<file path="src/rtl/prio_sel_pipe.sv">
// Two-stage priority selector with a late override path.
// Define PRIO_SEL_IDX_EN to add the out_idx port reporting the selected source.
module prio_sel_pipe #(
  parameter int unsigned  W       = 8,
  parameter int unsigned  N       = 4,
  parameter logic [N-1:0] POL     = 4'b1010,
  parameter int unsigned  OVR_POS = 3
) (
  input  logic             clk,
  input  logic             rst,
  input  logic             in_valid,
  output logic             in_ready,
  input  logic [N*W-1:0]   in_data,
  input  logic [N-1:0]     in_cond,
  input  logic [W-1:0]     in_dflt,
  input  logic             ovr_cond,
  input  logic [W-1:0]     ovr_data,
  input  logic             late_ctrl,
  output logic             out_valid,
  input  logic             out_ready,
  output logic [W-1:0]     out_data
`ifdef PRIO_SEL_IDX_EN
  ,
  output logic [$clog2(N+2)-1:0] out_idx
`endif
);

  localparam int unsigned IW = $clog2(N + 2);

  logic [N-1:0] w_eff;
  logic [W-1:0] w_prio;
  logic         w_early_miss;
  logic         w_accept;
  logic         w_transfer;
  logic         w_take_ovr;
  logic [W-1:0] w_final;

  logic         r_s1_valid;
  logic [W-1:0] r_s1_prio;
  logic         r_s1_early_miss;
  logic         r_s1_ovr;
  logic         r_s2_valid;
  logic [W-1:0] r_s2_data;

`ifdef PRIO_SEL_IDX_EN
  logic [IW-1:0] w_hit_idx;
  logic [IW-1:0] w_final_idx;
  logic [IW-1:0] r_s1_idx;
  logic [IW-1:0] r_s2_idx;
`endif

  // Lowest set effective bit wins; scanning downward lets the last write be the lowest index.
  always_comb begin
    w_eff  = in_cond ^ POL;
    w_prio = in_dflt;
`ifdef PRIO_SEL_IDX_EN
    w_hit_idx = IW'(N);
`endif
    for (int i = int'(N) - 1; i >= 0; i--) begin
      if (w_eff[i]) begin
        w_prio = in_data[i*W +: W];
`ifdef PRIO_SEL_IDX_EN
        w_hit_idx = IW'(i);
`endif
      end
    end
    w_early_miss = ~|w_eff[OVR_POS-1:0];
  end

  always_comb begin
    w_transfer = r_s1_valid & (~r_s2_valid | out_ready);
    in_ready   = ~rst & (~r_s1_valid | w_transfer);
    w_accept   = in_valid & in_ready;
    // late_ctrl and ovr_data are only meaningful on the S1->S2 transfer cycle.
    w_take_ovr = r_s1_ovr & ~late_ctrl & r_s1_early_miss;
    w_final    = w_take_ovr ? ovr_data : r_s1_prio;
`ifdef PRIO_SEL_IDX_EN
    w_final_idx = w_take_ovr ? IW'(N + 1) : r_s1_idx;
`endif
  end

  always_ff @(posedge clk) begin
    if (rst) begin
      r_s1_valid      <= 1'b0;
      r_s1_prio       <= '0;
      r_s1_early_miss <= 1'b0;
      r_s1_ovr        <= 1'b0;
`ifdef PRIO_SEL_IDX_EN
      r_s1_idx        <= '0;
`endif
    end else begin
      if (w_accept) begin
        r_s1_valid      <= 1'b1;
        r_s1_prio       <= w_prio;
        r_s1_early_miss <= w_early_miss;
        r_s1_ovr        <= ovr_cond;
`ifdef PRIO_SEL_IDX_EN
        r_s1_idx        <= w_hit_idx;
`endif
      end else if (w_transfer) begin
        r_s1_valid <= 1'b0;
      end
    end
  end

  always_ff @(posedge clk) begin
    if (rst) begin
      r_s2_valid <= 1'b0;
      r_s2_data  <= '0;
`ifdef PRIO_SEL_IDX_EN
      r_s2_idx   <= '0;
`endif
    end else begin
      if (w_transfer) begin
        r_s2_valid <= 1'b1;
        r_s2_data  <= w_final;
`ifdef PRIO_SEL_IDX_EN
        r_s2_idx   <= w_final_idx;
`endif
      end else if (out_ready) begin
        r_s2_valid <= 1'b0;
      end
    end
  end

  assign out_valid = r_s2_valid;
  assign out_data  = r_s2_data;
`ifdef PRIO_SEL_IDX_EN
  assign out_idx   = r_s2_idx;
`endif

endmodule

</file>
<file path="config.mk">
export PLATFORM = sky130hd
export DESIGN_NAME = prio_sel_pipe
export DESIGN_NICKNAME = d
export VERILOG_FILES = /design/src/rtl/prio_sel_pipe.sv
export SDC_FILE = /design/constraint.sdc
export NUM_CORES = 1
export LEC_CHECK = 0
export BUFFER_PORTS_ARGS = -buffer_cell sky130_fd_sc_hd__buf_2
export CAP_MARGIN = 25
export CORE_ASPECT_RATIO = 0.75
export CORE_UTILIZATION = 49
export DETAILED_ROUTE_END_ITERATION = 7
export PLACE_DENSITY_LB_ADDON = 0.12
export SETUP_SLACK_MARGIN = 0.15
export SYNTH_ARGS = -nofsm -noshare
export SYNTH_HDL_FRONTEND = slang
export SYNTH_SLANG_ARGS = --single-unit
</file>
<file path="constraint.sdc">
create_clock -name clk -period 2.85 [get_ports clk]
set_input_delay 0.4275 -clock clk [delete_from_list [all_inputs] [get_ports clk]]
set_output_delay 0.4275 -clock clk [all_outputs]
set_load 0.01 [all_outputs]
</file>
==> flow_metrics.py, run 1 <==
metrics = {
    "status": {
        "status": "finished clean",
    },
    "finish": {
        "drive_gt1_share_pct": 44.2,
        "nets": 258,
        "finalInstanceArea_um2": 1760,
        "synthToLayoutAreaGrowth_pct": 27.8,
        "nFillCells": 227,
        "final_util_pct": 66.4,
        "diodes": 0,
    },
    "clock_network": {
        "cts_setup_buffers": 0,
        "cts_resized": 0,
        "htreeDepth": 1,
        "cts_tree": "done",
        "cts_sinks": 20,
        "cts_buffers": 3,
        "worstSkewPairLatency_ns": 0.25,
        "root_buffer": "clkbuf_8",
        "clockBufferDepth": 2,
        "worst_setup_hold_path_clk_slew_ns": 0.07,
        "hold_buffers": 0,
    },
    "floorplanning": {
        "rows": 16,
        "fp.dieH_um": 47.9,
        "core_um2": 2640,
        "die-area_um2": 3020,
        "initial_core_util_pct": 52.0,
        "die_w_um": 63.1,
        "io-pin-count": 68,
    },
    "timing": {
        "period_share_pct": 61.0,
        "fin_tns_setup_ns": 0,
        "fmax_ghz": 0.575,
        "rsz0062_at_grt": "no",
        "post-route-min-period_ns": 1.74,
        "worst_pin_slew_ns": 0.719,
        "max_slew_margin_pct": 52.0,
        "drv_slew": 0,
        "skew_ns": 0.00113,
        "finalSetupViolations": 0,
        "hold_viol": 0,
    },
    "placed_design": {
        "gp_congestion": 0.856,
        "port_buffers": 67,
        "placed_area_um2": 1700,
        "dp_hpwl_um": 2560,
    },
    "critical_path": {
        "required_ns": 2.98,
        "cp.arrival_ns": 1.87,
        "path_class": "in2reg",
        "crit_path_end_kind": "register",
        "start_kind": "input pin",
        "regToRegStartpoint": "r_s1_valid",
        "worstPathCellList": "buf_2, nor2b_1, and2_1, o21ai_0",
        "critPathSlowestCell": "nor2b_1",
        "cp-startpoint": "rst",
        "critPathMaxFanout": 22,
        "max_stage_delay_ns": 0.61,
    },
    "synthesis": {
        "synth_area_leaders": "dfxtp_1 (29%), a2111oi_4 (14%), mux2_4 (8.7%), mux2i_1 (5.8%), o32ai_1 (5.1%)",
        "yosysTopAreaCellShare_pct": 29.1,
        "yosysWarnings": 0,
        "postSynthAreaPerCell_um2": 9.81,
        "synth_most_common_cell": "dfxtp_1",
        "synthFlopType": "dfxtp_1",
        "yosys-top-cells-count": "dfxtp_1 (20), nand2b_1 (11), a21oi_1 (9), inv_1 (9), nand3_1 (9)",
        "ys_seq_area_share_pct": 29.1,
        "syn_nets": 198,
        "synth_cell_types": 24,
        "synth-seq-cells": 20,
        "netlist_instances": 140,
        "synth_top_cell_by_area": "dfxtp_1",
        "synth.cell_area_um2": 1370,
        "async_flop_share_pct": 0,
        "synth_edf_count": 0,
    },
    "grt": {
        "grt_overflow": 0,
        "grt.total_usage_pct": 22.9,
        "grt_max_degree": 23,
        "grt_antenna_before_repair": 0,
        "grt_pass1_vias": 1231,
        "grt_pass1_wl_um": 5260,
    },
    "routing": {
        "drt-initial-drc-count": 29,
        "drc": 0,
        "routedWlPerCell_um": 13.7,
        "drtPass1Iterations": 6,
        "vias": 1242,
        "drt-vias-per-instance": 5.29,
        "detail-route-antenna-nets": 0,
        "routed_wl_um": 3210,
    },
    "power": {
        "p_per_area_nw_per_um2": 402,
        "p_leak_nw": 0.824,
        "finalPower_mw": 0.706,
        "peakVddDrop_mv": 0.246,
    },
    "run": {
        "maxCapViolCount": 0,
    },
    "worst_hold_path": {
        "hold_start": "ovr_cond",
        "hold_class": "in2reg",
    },
}
cell usage in the layout, fill, tap and decap left out, types with 2 or more instances in the layout:
cell type / netlist / routed
nand3_1: 9 / 9
and3_1: 8 / 8
clkbuf_8: 0 / 4
nand2b_1: 11 / 11
o21ai_0: 2 / 2
inv_1: 9 / 9
buf_2: 3 / 67
and2_1: 2 / 2
a2111oi_4: 7 / 7
o32ai_1: 8 / 8
mux2_4: 8 / 8
mux2i_1: 8 / 8
nand3b_1: 2 / 2
a211oi_1: 8 / 8
and2b_1: 2 / 2
nor2b_1: 8 / 8
a21oi_1: 9 / 9
dfxtp_1: 20 / 20
nor2_1: 3 / 3
cell families (layout without fill, tap and decap cells):
family / count (synthesis) / after routing / synth area share, %
muxes: 16 / 16 / 14.6
AOI/OAI and AO/OA: 35 / 35 / 28.6
buffers and inverters: 22 / 81 / 6.92
and+or+nand+nor: 47 / 47 / 20.8
DFF: 20 / 20 / 29.1
final cells by class:
class	instances	area, um2	area share (%)
Timing Repair Buffer	68	343	19.5
Sequential cell	20	400	22.8
Multi-Input combinational cell	98	878	50.0
Tap cell	36	45.0	2.57
Inverter	9	33.8	1.92
Clock buffer	4	55.1	3.14
per-layer routing:
metal,wire [um],global-route usage (%)
met1,1460,25.9
met3,149,5.95
met4,35,6.05
met5,0,0
met2,1570,44.5
critical path, delay by kind of cell:
family / cells / cell delay, ns
AO/OA/AOI/OAI: 1 / 0.15
buffers and inverters: 1 / 0.22
AND/OR/NAND/NOR: 2 / 1.05
state kept, by name (all words and copies together), names as in the netlist:
name and count:
out_data 8, r_s1_prio 8, out_valid 1, r_s1_early_miss 1, r_s1_ovr 1, r_s1_valid 1
per-stage QoR:
| stage | hold slack [ns] | cells | worst slack [ns] |
|---|---|---|---|
| 2_1_floorplan | 0.449 | 140 | 1.31 |
| 3_3_place_gp | 0.466 | 231 | 0.993 |
| 3_5_place_dp | 0.471 | 231 | 0.858 |
| 4_1_cts | 0.382 | 235 | 1.13 |
| 5_1_grt | 0.403 | 235 | 0.925 |
| 6_report | 0.385 | 235 | 1.11 |
path summary, 6_finish.rpt:
kind              slack, ns  cells past startpoint         endpoint
hold / removal         0.38                      3         r_s1_ovr
hold reg to reg        0.48                      2     r_s1_prio[0]
setup / recovery       1.11                      4  r_s1_early_miss
setup reg to reg       1.15                      3     r_s1_prio[6]
power breakdown:
part | switching, mW | leakage (nW) | internal, mW
combinational | 0.0837 | 0.630 | 0.0938
sequential | 0.0134 | 0.165 | 0.301
clock | 0.0915 | 0.0288 | 0.123
total | 0.189 | 0.824 | 0.518
No activity file was read; power rests on OpenSTA's default activity.
==> run 2: changes to the inputs <==
CORE_UTILIZATION = 46   (was 49)
clock period = 1.65 ns   (was 2.85 ns; I/O delays follow)
==> run 2 against run 1 <==
Compared with the run above: sequential share of layout area fell by 0.33 points; design area is 1.8% higher; clock power increased by 76%; global-route usage decreased by 0.99 points; critical endpoint is now in_ready; combinational power grew 77%; worst setup slack worse by 0.80 ns.
==> flow_metrics.py, run 2 (synthesis gave the netlist of run 1 again) <==
metrics = {
    "status": {
        "status": "finished clean",
    },
    "power": {
        "p_leak_nw": 0.843,
        "finalPower_mw": 1.23,
        "p_per_area_nw_per_um2": 690,
        "peakVddDrop_mv": 0.347,
    },
    "clock_network": {
        "hold_buffers": 0,
        "cts_resized": 0,
        "worst_setup_hold_path_clk_slew_ns": 0.08,
        "clockBufferDepth": 2,
        "cts_tree": "done",
        "cts_sinks": 20,
        "root_buffer": "clkbuf_8",
        "cts_setup_buffers": 0,
        "htreeDepth": 1,
        "worstSkewPairLatency_ns": 0.26,
        "cts_buffers": 3,
    },
    "placed_design": {
        "port_buffers": 67,
        "dp_cells": 235,
        "gp_congestion": 0.766,
        "dp_hpwl_um": 2730,
        "placed_area_um2": 1730,
    },
    "floorplanning": {
        "rows": 16,
        "core_um2": 2720,
        "io-pin-count": 68,
        "fp.dieH_um": 49.3,
        "die-area_um2": 3210,
        "die_w_um": 65.1,
        "initial_core_util_pct": 50.5,
    },
    "grt": {
        "grt_pass1_wl_um": 5440,
        "grt_antenna_before_repair": 0,
        "grt_overflow": 0,
        "grt.total_usage_pct": 21.9,
        "grt_pass1_vias": 1261,
        "grt_max_degree": 18,
    },
    "timing": {
        "post-route-min-period_ns": 1.34,
        "whs_ns": 0.222,
        "hold_viol": 0,
        "max_slew_margin_pct": 64.4,
        "finalSetupViolations": 0,
        "fmax_ghz": 0.745,
        "period_share_pct": 81.3,
        "rsz0062_at_grt": "no",
        "worst_pin_slew_ns": 0.534,
        "fin_tns_setup_ns": 0,
        "skew_ns": 0.00606,
        "drv_slew": 0,
    },
    "routing": {
        "drc": 0,
        "drt-vias-per-instance": 5.37,
        "drt-initial-drc-count": 29,
        "drtPass1Iterations": 4,
        "vias": 1283,
        "detail-route-antenna-nets": 0,
        "routed_wl_um": 3390,
        "routedWlPerCell_um": 14.2,
    },
    "finish": {
        "final_cells": 239,
        "finalInstanceArea_um2": 1790,
        "multiInputGateArea_um2": 878,
        "seq_area_um2": 402,
        "diodes": 0,
        "drive_gt1_share_pct": 45.8,
        "final_common_cell": "buf_2",
        "nets": 262,
        "synthToLayoutAreaGrowth_pct": 30.1,
        "final_cell_mix": "buf_2 (67), dfxtp_1 (19), nand2b_1 (11)",
        "nFillCells": 244,
    },
    "critical_path": {
        "regToRegSetupSlack_ns": 0.38,
        "required_ns": 1.40,
        "crit_path_end_kind": "output pin",
        "cp.arrival_ns": 1.09,
        "path_class": "reg2out",
        "start_kind": "register",
        "critPathMaxFanout": 12,
    },
    "worst_hold_path": {
        "hold_class": "in2reg",
    },
    "run": {
        "maxCapViolCount": 0,
    },
}
-- run 2: path summary, 6_finish.rpt --
check                                startpoint               to  cells after the start
worst max-delay path                 r_s1_valid         in_ready                      3
worst min-delay path                   ovr_cond         r_s1_ovr                      3
worst max register to register        out_valid      out_data[0]                      3
worst min register to register  r_s1_early_miss  r_s1_early_miss                      2
-- run 2: report_power, final --
part           switching [mW]  total (mW)  leakage, nW  internal [mW]
sequential             0.0252       0.545        0.165          0.520
combinational           0.147       0.313        0.649          0.166
clock                   0.163       0.376       0.0288          0.212
total                   0.335        1.23        0.843          0.898
-- run 2: metal layers --
layer	up-vias	GRT usage, %	share of wire (%)
li1	641	-	-
met1	597	27.0	46
met2	41	39.1	47
met3	4	5.84	6.0
met4	0	2.54	0.38
met5	-	0	0
-- run 2: through the flow --
step,util (%),setup slack (ns)
2_1_floorplan,-,0.394
3_3_place_gp,63.6,0.161
3_5_place_dp,63.6,0.147
4_1_cts,65.6,0.182
5_1_grt,65.6,0.220
6_report,65.6,0.309
-- run 2: final cells by class --
cell class,count,area share (%)
clock buffers,4,3.08
flip-flops and latches,20,22.5
multi-input cells,98,49.2
well taps,36,2.52
repair buffers,72,20.9
inverters,9,1.89
-- run 2: critical path, cell delays in order, from the launching register on --
cell	delay, ns
dfxtp_2	0.45
and3b_1	0.21
nor2_1	0.04
buf_2	0.13
